===== config.mk =====
export PLATFORM = sky130hd
export DESIGN_NAME = curve_periph_ctrl
export DESIGN_NICKNAME = d
export VERILOG_FILES = /design/src/rtl/curve_periph_pkg.sv /design/src/rtl/curve_periph_regs.sv /design/src/rtl/curve_periph_ctrl.sv
export SDC_FILE = /design/constraint.sdc
export NUM_CORES = 1
export LEC_CHECK = 0
export ABC_CLOCK_PERIOD_IN_PS = 5100
export CORE_AREA = 2 2 84 86
export CTS_CLUSTER_SIZE = 14
export DETAILED_ROUTE_END_ITERATION = 10
export DIE_AREA = 0 0 86 88
export PLACE_DENSITY = 0.93
export SKIP_LAST_GASP = 1
export SLEW_MARGIN = 20
export SYNTH_ARGS = -nofsm -noshare
export SYNTH_HDL_FRONTEND = slang
export SYNTH_SLANG_ARGS = --single-unit

===== constraint.sdc =====
create_clock -name clk -period 5.1 [get_ports clk]
set_input_delay 0.765 -clock clk [delete_from_list [all_inputs] [get_ports clk]]
set_output_delay 0.765 -clock clk [all_outputs]
set_load 0.05 [all_outputs]

===== src/rtl/curve_periph_pkg.sv =====
// Shared register-map constants and FSM state type for the Curve25519 peripheral controller.
package curve_periph_pkg;

    localparam logic [7:0] SCALAR_BASE  = 8'h00;
    localparam logic [7:0] POINT_BASE   = 8'h20;
    localparam logic [7:0] RESULT_BASE  = 8'h40;
    localparam logic [7:0] CTRL_ADDR    = 8'h60;
    localparam logic [7:0] STATUS_ADDR  = 8'h61;
    localparam logic [7:0] VERSION_ADDR = 8'h62;

    localparam int unsigned CTRL_START  = 0;
    localparam int unsigned CTRL_INT_EN = 1;
    localparam int unsigned CTRL_CLR    = 2;

    localparam int unsigned STAT_BUSY = 0;
    localparam int unsigned STAT_DONE = 1;
    localparam int unsigned STAT_ERR  = 2;

    typedef enum logic [1:0] {
        ST_IDLE,
        ST_LAUNCH,
        ST_RUN
    } state_t;

endpackage


===== src/rtl/curve_periph_regs.sv =====
// Subaddress decode, operand forwarding, CTRL/STATUS storage and registered read mux.
module curve_periph_regs
    import curve_periph_pkg::*;
#(
    parameter logic [7:0] VERSION = 8'h01
) (
    input  logic       clk,
    input  logic       reset,
    input  logic [7:0] subaddr,
    input  logic [7:0] wr_data,
    input  logic       wr_pulse,
    output logic [7:0] rd_data,
    output logic       op_we,
    output logic       op_sel,
    output logic [4:0] op_addr,
    output logic [7:0] op_wdata,
    output logic [4:0] res_addr,
    input  logic [7:0] res_rdata,
    input  logic       busy,
    input  logic       launch,
    input  logic       finish_ok,
    input  logic       finish_timeout,
    output logic       start_req,
    output logic       done_int
);

    logic       done, err, int_en;
    logic       done_nxt, err_nxt;
    logic       operand_hit, result_hit, ctrl_wr, op_wr, clr, busy_err;
    logic [7:0] rd_mux;

    assign operand_hit = (subaddr[7:6] == SCALAR_BASE[7:6]);
    assign result_hit  = (subaddr[7:5] == RESULT_BASE[7:5]);
    assign ctrl_wr     = wr_pulse && (subaddr == CTRL_ADDR);
    assign op_wr       = wr_pulse && operand_hit;
    assign start_req   = ctrl_wr && wr_data[CTRL_START] && !busy;
    assign clr         = ctrl_wr && wr_data[CTRL_CLR];
    assign busy_err    = busy && (op_wr || (ctrl_wr && wr_data[CTRL_START]));
    assign done_int    = done && int_en;

    // The result buffer is read combinationally; holding its address at zero
    // during reset keeps every output quiet while reset is asserted.
    assign res_addr = reset ? '0 : subaddr[4:0];

    // Misuse while busy wins over the launch clear so it is never lost.
    always_comb begin
        done_nxt = done;
        err_nxt  = err;
        if (clr || launch) begin
            done_nxt = 1'b0;
            err_nxt  = 1'b0;
        end
        if (busy_err) begin
            err_nxt = 1'b1;
        end
        if (finish_ok) begin
            done_nxt = 1'b1;
        end
        if (finish_timeout) begin
            done_nxt = 1'b1;
            err_nxt  = 1'b1;
        end
    end

    always_comb begin
        rd_mux = '0;
        if (result_hit) begin
            rd_mux = res_rdata;
        end else begin
            case (subaddr)
                CTRL_ADDR:    rd_mux[CTRL_INT_EN] = int_en;
                STATUS_ADDR: begin
                    rd_mux[STAT_BUSY] = busy;
                    rd_mux[STAT_DONE] = done;
                    rd_mux[STAT_ERR]  = err;
                end
                VERSION_ADDR: rd_mux = VERSION;
                default:      rd_mux = '0;
            endcase
        end
    end

    always_ff @(posedge clk or posedge reset) begin
        if (reset) begin
            done     <= 1'b0;
            err      <= 1'b0;
            int_en   <= 1'b0;
            rd_data  <= '0;
            op_we    <= 1'b0;
            op_sel   <= 1'b0;
            op_addr  <= '0;
            op_wdata <= '0;
        end else begin
            done    <= done_nxt;
            err     <= err_nxt;
            rd_data <= rd_mux;
            op_we   <= 1'b0;
            if (ctrl_wr) begin
                int_en <= wr_data[CTRL_INT_EN];
            end
            if (op_wr && !busy) begin
                op_we    <= 1'b1;
                op_sel   <= subaddr[5];
                op_addr  <= subaddr[4:0];
                op_wdata <= wr_data;
            end
        end
    end

endmodule


===== src/rtl/curve_periph_ctrl.sv =====
// Operation sequencer for the Curve25519 core: launch, run with timeout, completion/abort,
// with register decode delegated to curve_periph_regs.
module curve_periph_ctrl
    import curve_periph_pkg::*;
#(
    parameter int unsigned TIMEOUT_CYCLES = 2_000_000,
    parameter logic [7:0]  VERSION        = 8'h01
) (
    input  logic       clk,
    input  logic       reset,
    input  logic [7:0] subaddr,
    input  logic [7:0] wr_data,
    input  logic       wr_pulse,
    output logic [7:0] rd_data,
    input  logic       rd_pulse,
    output logic       op_we,
    output logic       op_sel,
    output logic [4:0] op_addr,
    output logic [7:0] op_wdata,
    output logic [4:0] res_addr,
    input  logic [7:0] res_rdata,
    output logic       core_start,
    output logic       core_abort,
    input  logic       core_done,
    output logic       done_int
);

    localparam logic [31:0] TIMEOUT_LIM = TIMEOUT_CYCLES;

    state_t      state, state_nxt;
    logic [31:0] cnt, cnt_inc;
    logic        timeout_hit, start_req, finish_ok, finish_timeout;
    logic        unused_rd_pulse;

    assign unused_rd_pulse = rd_pulse;

    assign cnt_inc     = (cnt == '1) ? cnt : cnt + 32'd1;
    assign timeout_hit = (TIMEOUT_LIM != '0) && (cnt_inc >= TIMEOUT_LIM);

    curve_periph_regs #(
        .VERSION(VERSION)
    ) u_regs (
        .clk            (clk),
        .reset          (reset),
        .subaddr        (subaddr),
        .wr_data        (wr_data),
        .wr_pulse       (wr_pulse),
        .rd_data        (rd_data),
        .op_we          (op_we),
        .op_sel         (op_sel),
        .op_addr        (op_addr),
        .op_wdata       (op_wdata),
        .res_addr       (res_addr),
        .res_rdata      (res_rdata),
        .busy           (state != ST_IDLE),
        .launch         (state == ST_LAUNCH),
        .finish_ok      (finish_ok),
        .finish_timeout (finish_timeout),
        .start_req      (start_req),
        .done_int       (done_int)
    );

    always_ff @(posedge clk or posedge reset) begin
        if (reset) begin
            state <= ST_IDLE;
            cnt   <= '0;
        end else begin
            state <= state_nxt;
            if (state == ST_LAUNCH) begin
                cnt <= '0;
            end else if (state == ST_RUN) begin
                cnt <= cnt_inc;
            end
        end
    end

    // Completion in the same cycle as the timeout takes priority over the abort.
    always_comb begin
        state_nxt      = state;
        core_start     = 1'b0;
        core_abort     = 1'b0;
        finish_ok      = 1'b0;
        finish_timeout = 1'b0;
        case (state)
            ST_IDLE: begin
                if (start_req) begin
                    state_nxt = ST_LAUNCH;
                end
            end
            ST_LAUNCH: begin
                core_start = 1'b1;
                state_nxt  = ST_RUN;
            end
            ST_RUN: begin
                if (core_done) begin
                    finish_ok = 1'b1;
                    state_nxt = ST_IDLE;
                end else if (timeout_hit) begin
                    core_abort     = 1'b1;
                    finish_timeout = 1'b1;
                    state_nxt      = ST_IDLE;
                end
            end
            default: state_nxt = ST_IDLE;
        endcase
    end

endmodule

== Yosys cells after proc, flatten, opt, wreduce, memory -nomap -nowiden ==
Index checks and enable logic that the tools add are counted.
Cells by class
  add/subtract/negate cells: 1
  multiply operators: 0
  div/mod/pow operators: 0
  magnitude comparators: 1
  eq/ne operators: 9
  shifts and indexed selects: 0
  mux-type cells: 24
  bitwise gates (word level): 0
  reductions and logical operators: 18
Operator list (count)
  32-bit 2-to-1 mux: 3
  32-bit by 1-bit adder with 32-bit output, second input constant: 1
  32-bit == test, second input constant: 1
  32-bit by 21-bit greater-or-equal comparator with 1-bit output, second input constant: 1
  8-bit by 7-bit == test with 1-bit output, second input constant: 3
  1-bit 2-to-1 mux: 13
  1-bit logical AND: 8
  8-bit 2-to-1 mux: 1
  2-bit 2-to-1 mux: 3
  2-bit case mux with 3 select lines: 1
  3-bit nonzero test: 2
  5-bit 2-to-1 mux: 1
  2-bit zero test: 2
  1-bit case mux with 2 select lines: 2
  2-bit nonzero test: 2
  3-bit by 2-bit == test with 1-bit output, second input constant: 1
  3-bit != test, second input constant: 1
  2-bit by 1-bit == test with 1-bit output, second input constant: 1
  2-bit == test, second input constant: 1
  1-bit logical OR: 2
  2-bit != test, second input constant: 1
  2-bit AND reduction: 1
  1-bit zero test: 1
Word-level totals
  bits in registers: 60
  bits in latches: 0
  bits in writable memories: 0
  ROM bits: 0
  input port bits: 29
  output and inout port bits: 31
  word-level logic and storage cells: 63
  memories kept: 0

== Logic depth before layout (Yosys ltp) ==
  word-level depth: 7
  gate-level depth with buffers: 10
  gate-level depth less buffers: 9

== Hierarchy ==
Synthesis repeated with hierarchy kept, for this count alone.
Unflattened totals
  cell total of the unflattened synthesis: 397
  area, all modules: 3734.8 µm²
Modules (own cells, without submodules)
  curve_periph_ctrl: times used 1, cells an instance 320, area an instance 2628.8 µm², seq. area each 850.8 µm²
  curve_periph_regs: times used 1, cells an instance 77, area an instance 1106.1 µm², seq. area each 650.6 µm²

== Least setup slack after synthesis ==
No wires, ideal clock.
  path kind: register -> output
  from: reg cnt[5]
  to: out core_abort
  arrival time: 2815 ps
  data required time: 4335 ps
  slack: 1520 ps
  stages on the path, launching flop included: 10
  path buffers: 1
  cells stage by stage: dfrtp_1 > nand4_2 > or4_1 > buf_2 > nand2b_1 > or3_1 > a21oi_1 > o2111ai_1 > and2b_1 > nor2_1
Between the ends
  word-level cells in the longest chain between the ends: 6
  elaborated cells between the ends (all ways): 7
  those cells by class: 1 x add/sub; 1 x order compare; 1 x eq/ne; 4 x mux
RTL lines
  from (decl): RTL line curve_periph_ctrl.sv:31  | logic [31:0] cnt, cnt_inc;
  from (signal assigned): RTL line curve_periph_ctrl.sv:72  | cnt <= cnt_inc;
  32-bit by 1-bit adder with 32-bit output / 32-bit == test (equally long branches): RTL line curve_periph_ctrl.sv:37  | assign cnt_inc = (cnt == '1) ? cnt : cnt + 32'd1;
  32-bit 2-to-1 mux *: RTL line curve_periph_ctrl.sv:37
  32-bit by 21-bit greater-or-equal comparator with 1-bit output *: RTL line curve_periph_ctrl.sv:38  | assign timeout_hit = (TIMEOUT_LIM != '0) && (cnt_inc >= TIMEOUT_LIM);
  1-bit 2-to-1 mux *: RTL line curve_periph_ctrl.sv:98  | end else if (timeout_hit) begin
  1-bit 2-to-1 mux *: RTL line curve_periph_ctrl.sv:95  | if (core_done) begin
  1-bit 2-to-1 mux *: RTL line curve_periph_ctrl.sv:84  | case (state)
  to (decl): RTL line curve_periph_ctrl.sv:23  | output logic core_abort,
Mark *: on every way between the ends. The rest lies on a longest branch, timed or not.

== Final worst setup path ==
  from: reg cnt[0]
  to: out core_abort
The elaborated chain is that of the path after synthesis.

==> implementation parameters <==
Parameter                              Value

Status
  Outcome ... complete, no violations

Synthesis
  Cell taking the most area after synthesis ... sky130_fd_sc_hd__dfrtp_1
  Mapped Avg Cell Area ... about 9.2 um^2
  Commonest cells in the synthesized netlist ... sky130_fd_sc_hd__dfrtp_1, sky130_fd_sc_hd__nand2_1, sky130_fd_sc_hd__a21oi_1, sky130_fd_sc_hd__nor2_1
  Fraction of synthesized cell area taken by the top area cell type ... 40.4%
  Synthesized Nets ... 438
  FF+latch count, synth ... 60
  Fraction of the yosys area taken by sequential cells ... 40.4%
  Most frequently used flop master after synthesis ... sky130_fd_sc_hd__dfrtp_1
  Cells taking the most area after synthesis ... sky130_fd_sc_hd__dfrtp_1, sky130_fd_sc_hd__mux2_2, sky130_fd_sc_hd__a21oi_1
  Synth cell types ... 60
  Dominant cell by count in the synthesized netlist ... sky130_fd_sc_hd__dfrtp_1
  Area of the mapped netlist ... 3710 um^2
  Syn. warnings ... 0
  Post-synthesis cell count ... approximately 410
  Number of synthesized flops with an enable pin ... 0
  Share of synthesized registers carrying an async set or reset ... 100%

Floorplan
  Io pins ... 60
  Starting utilization of the core area ... 55.9%
  Total die area ... roughly 7600 um^2
  Width of the chip ... approximately 86 um
  Cell row count ... 30
  Floorplan die height ... approximately 88 um
  Floorplan core area ... about 6600 um^2

Power
  IR Drop Worst-Case VDD ... between 0.00015 and 0.0002 V
  Pwr/cell area ... between 200 and 300 nW/um^2
  Leak ... 1.76 nW

Global routing
  Gr usage total ... around 27%
  Pin count of the biggest net entering global routing ... 61
  First-pass GRT wire length ... 16300 um
  Antenna violations before repair ... 0
  Number of global-route vias before repair ... around 3300
  Gr ovfl total ... 0

STA
  Clk_skew ... 7.29 ps
  Post-layout min period ... 4760 ps
  Final worst slack ... about 340 ps
  Final slew viol count ... 0
  Final hold vios ... 0
  Period utilisation layout ... 93.4%
  Peak Freq ... approximately 210 MHz
  Slew headroom ... 47.2%
  Worst Max-Slew Pin Slew ... 785 ps
  Unrepaired setup endpoints after global routing ... no
  Setup TNS ... 0 ps
  Setup Viol. Count Final ... 0

Critical path
  Worst Path Max Fanout ... 9
  Number of cells traversed by the worst register-to-register path ... 8
  Worst R2R Setup Slack ... between 1500 and 2000 ps
  Crit Path Class ... flop to output port
  Endpoint arrival time on the critical path ... roughly 4000 ps
  Kind of start point of the critical path ... flop
  Start point of the critical path ... cnt[0]
  Timing endpoint of the critical path ... core_abort
  Endpoint of the worst-slack reg-to-reg timing path ... state[0]
  Critical Path Sink Type ... output port
  Launch point of the worst reg-to-reg path ... cnt[24]
  Endpoint required time on the critical path ... 4340 ps

Hold path
  Worst Hold Launch ... u_regs.op_wdata[5]
  Hold WC Path Type ... flop to flop

Routing
  Drt pass-1 iters ... 5
  Average routed wire per standard cell ... ~18 um
  Detail Route Antenna Nets ... 0
  First DRT Iteration DRCs ... between 300 and 400
  Total DRC errors in the routed layout ... 0
  Vias per std cell ... between 6 and 7
  Routed vias ... roughly 3500
  Routed wire length ... 9880 um

CTS
  Number of sinks handled by clock tree synthesis ... 60
  Number of buffers inserted during clock tree synthesis ... 9
  Root buffer cell ... sky130_fd_sc_hd__clkbuf_8
  Cells resized by post-CTS repair ... 0
  Hold-fix buffers, CTS ... 0
  Maximum number of buffers from clock root to sink ... 2
  CTS tree ... done
  Clock latency of the later-clocked register in the worst-skew pair ... around 350 ps
  CTS clk-pin slew, worst paths ... ~70 ps
  CTS H-tree lvls ... 3
  Post-CTS setup buffer count ... 0

Placed design
  HPWL Detailed ... 6920 um
  Minimum setup slack after placement ... between 800 and 900 ps
  Gpl congestion ... a little over 0.9
  Port Buffer Count ... 58

Cells and area
  Net total in the final layout ... around 480
  Area Overhead vs Synth ... 21.0%
  Fraction of final layout cells sized beyond drive strength 1 ... 10.1%
  Antenna cell count ... 0

Flow run
  Number of max-cap violations ... 0
## report_power, final
part	switching (W)	internal (W)	total [W]	leakage (nW)
sequential	0.0000395	0.000524	0.000564	0.796
clock	0.000198	0.000225	0.000423	0.0962
combinational	0.000209	0.000125	0.000335	0.863
total	0.000447	0.000875	0.00132	1.76
## per-layer routing
layer	track usage (%)	share of wire, %	vias to the layer above
met5	0	0	-
met4	12.7	2.6	0
met3	4.62	7.1	26
met2	47.8	51	167
met1	33.0	39	1668
li1	-	-	1605
## registers in the layout (all words and copies together) (netlist names)
| signal | flops |
|---|---|
| u_regs.op_wdata | 8 |
| u_regs.op_addr | 5 |
| state | 2 |
| cnt | 32 |
| u_regs.op_sel | 1 |
| u_regs.rd_data | 8 |
| u_regs.err | 1 |
| u_regs.int_en | 1 |
| u_regs.done | 1 |
| u_regs.op_we | 1 |
## worst min-delay path by stage
stage,cells past startpoint,slack [ps],to
floorplan,2,470,u_regs.err
global placement,1,490,u_regs.op_wdata[2]
detailed placement,1,500,u_regs.op_sel
CTS,1,510,u_regs.op_sel
global route,1,520,u_regs.op_addr[4]
finish,1,510,u_regs.op_wdata[5]
## logic make-up (layout without fill, tap and decap cells)
group	after synthesis	after routing	synth area share [%]
multiplexers	23	23	6.70
AND/OR/NAND/NOR	170	170	25.7
XOR/XNOR	13	13	3.07
AO/OA/AOI/OAI	100	100	18.6
adder cells (fa/ha/maj)	4	4	1.35
buffers and inverters	35	85	4.08
flip-flops	60	60	40.4
## worst max-delay path: stages, from the launching register on
cell	delay [ps]
sky130_fd_sc_hd__dfrtp_1	410
sky130_fd_sc_hd__ha_1	240
sky130_fd_sc_hd__and2_0	360
sky130_fd_sc_hd__nand3_1	170
sky130_fd_sc_hd__nor4_2	600
sky130_fd_sc_hd__o21ai_0	250
sky130_fd_sc_hd__a21oi_1	170
sky130_fd_sc_hd__o2111ai_1	260
sky130_fd_sc_hd__and2b_1	270
sky130_fd_sc_hd__nor2_1	90
sky130_fd_sc_hd__clkdlybuf4s50_1	840
## cells in the final DEF, fill, tap and decap left out, drive strengths merged, types with 5 or more instances in the layout
cell type	netlist	final
nand3	18	18
nor2	26	26
a31oi	5	5
inv	7	7
nand2	34	34
o2bb2ai	15	15
a22o	5	5
nor4	7	7
nor3	15	15
and2	9	9
mux2i	8	8
clkbuf	14	10
clkdlybuf4s50	0	58
mux2	15	15
nor2b	5	5
dfrtp	60	60
xnor2	9	9
and4	9	9
and3	10	10
o21ai	18	18
nand4	13	13
a21oi	30	30
or3	5	5
## stage by stage
step / area [um^2] / instances / utilization (%) / hold slack (ps) / power (W)
global placement: 4300 / 519 / 64.7 / 489 / 0.000889
detailed placement: 4300 / 519 / 64.7 / 495 / 0.000906
finish: 4490 / 535 / 67.6 / 509 / 0.00132
global route: 4490 / 535 / 67.6 / 525 / 0.00137
floorplan: 3710 / 405 / - / 468 / 0.000778
CTS: 4490 / 535 / 67.6 / 510 / 0.00133
## layout make-up
type / instances / area [um^2]
timing repair buffer: 62 / 611
multi-input combinational: 310 / 2060
clock buffer: 10 / 128
clock inverter: 6 / 65.1
fill: 492 / 2150
tap: 80 / 100
sequential: 60 / 1500
inverter: 7 / 26.3
(Power assumes the default switching activity.)
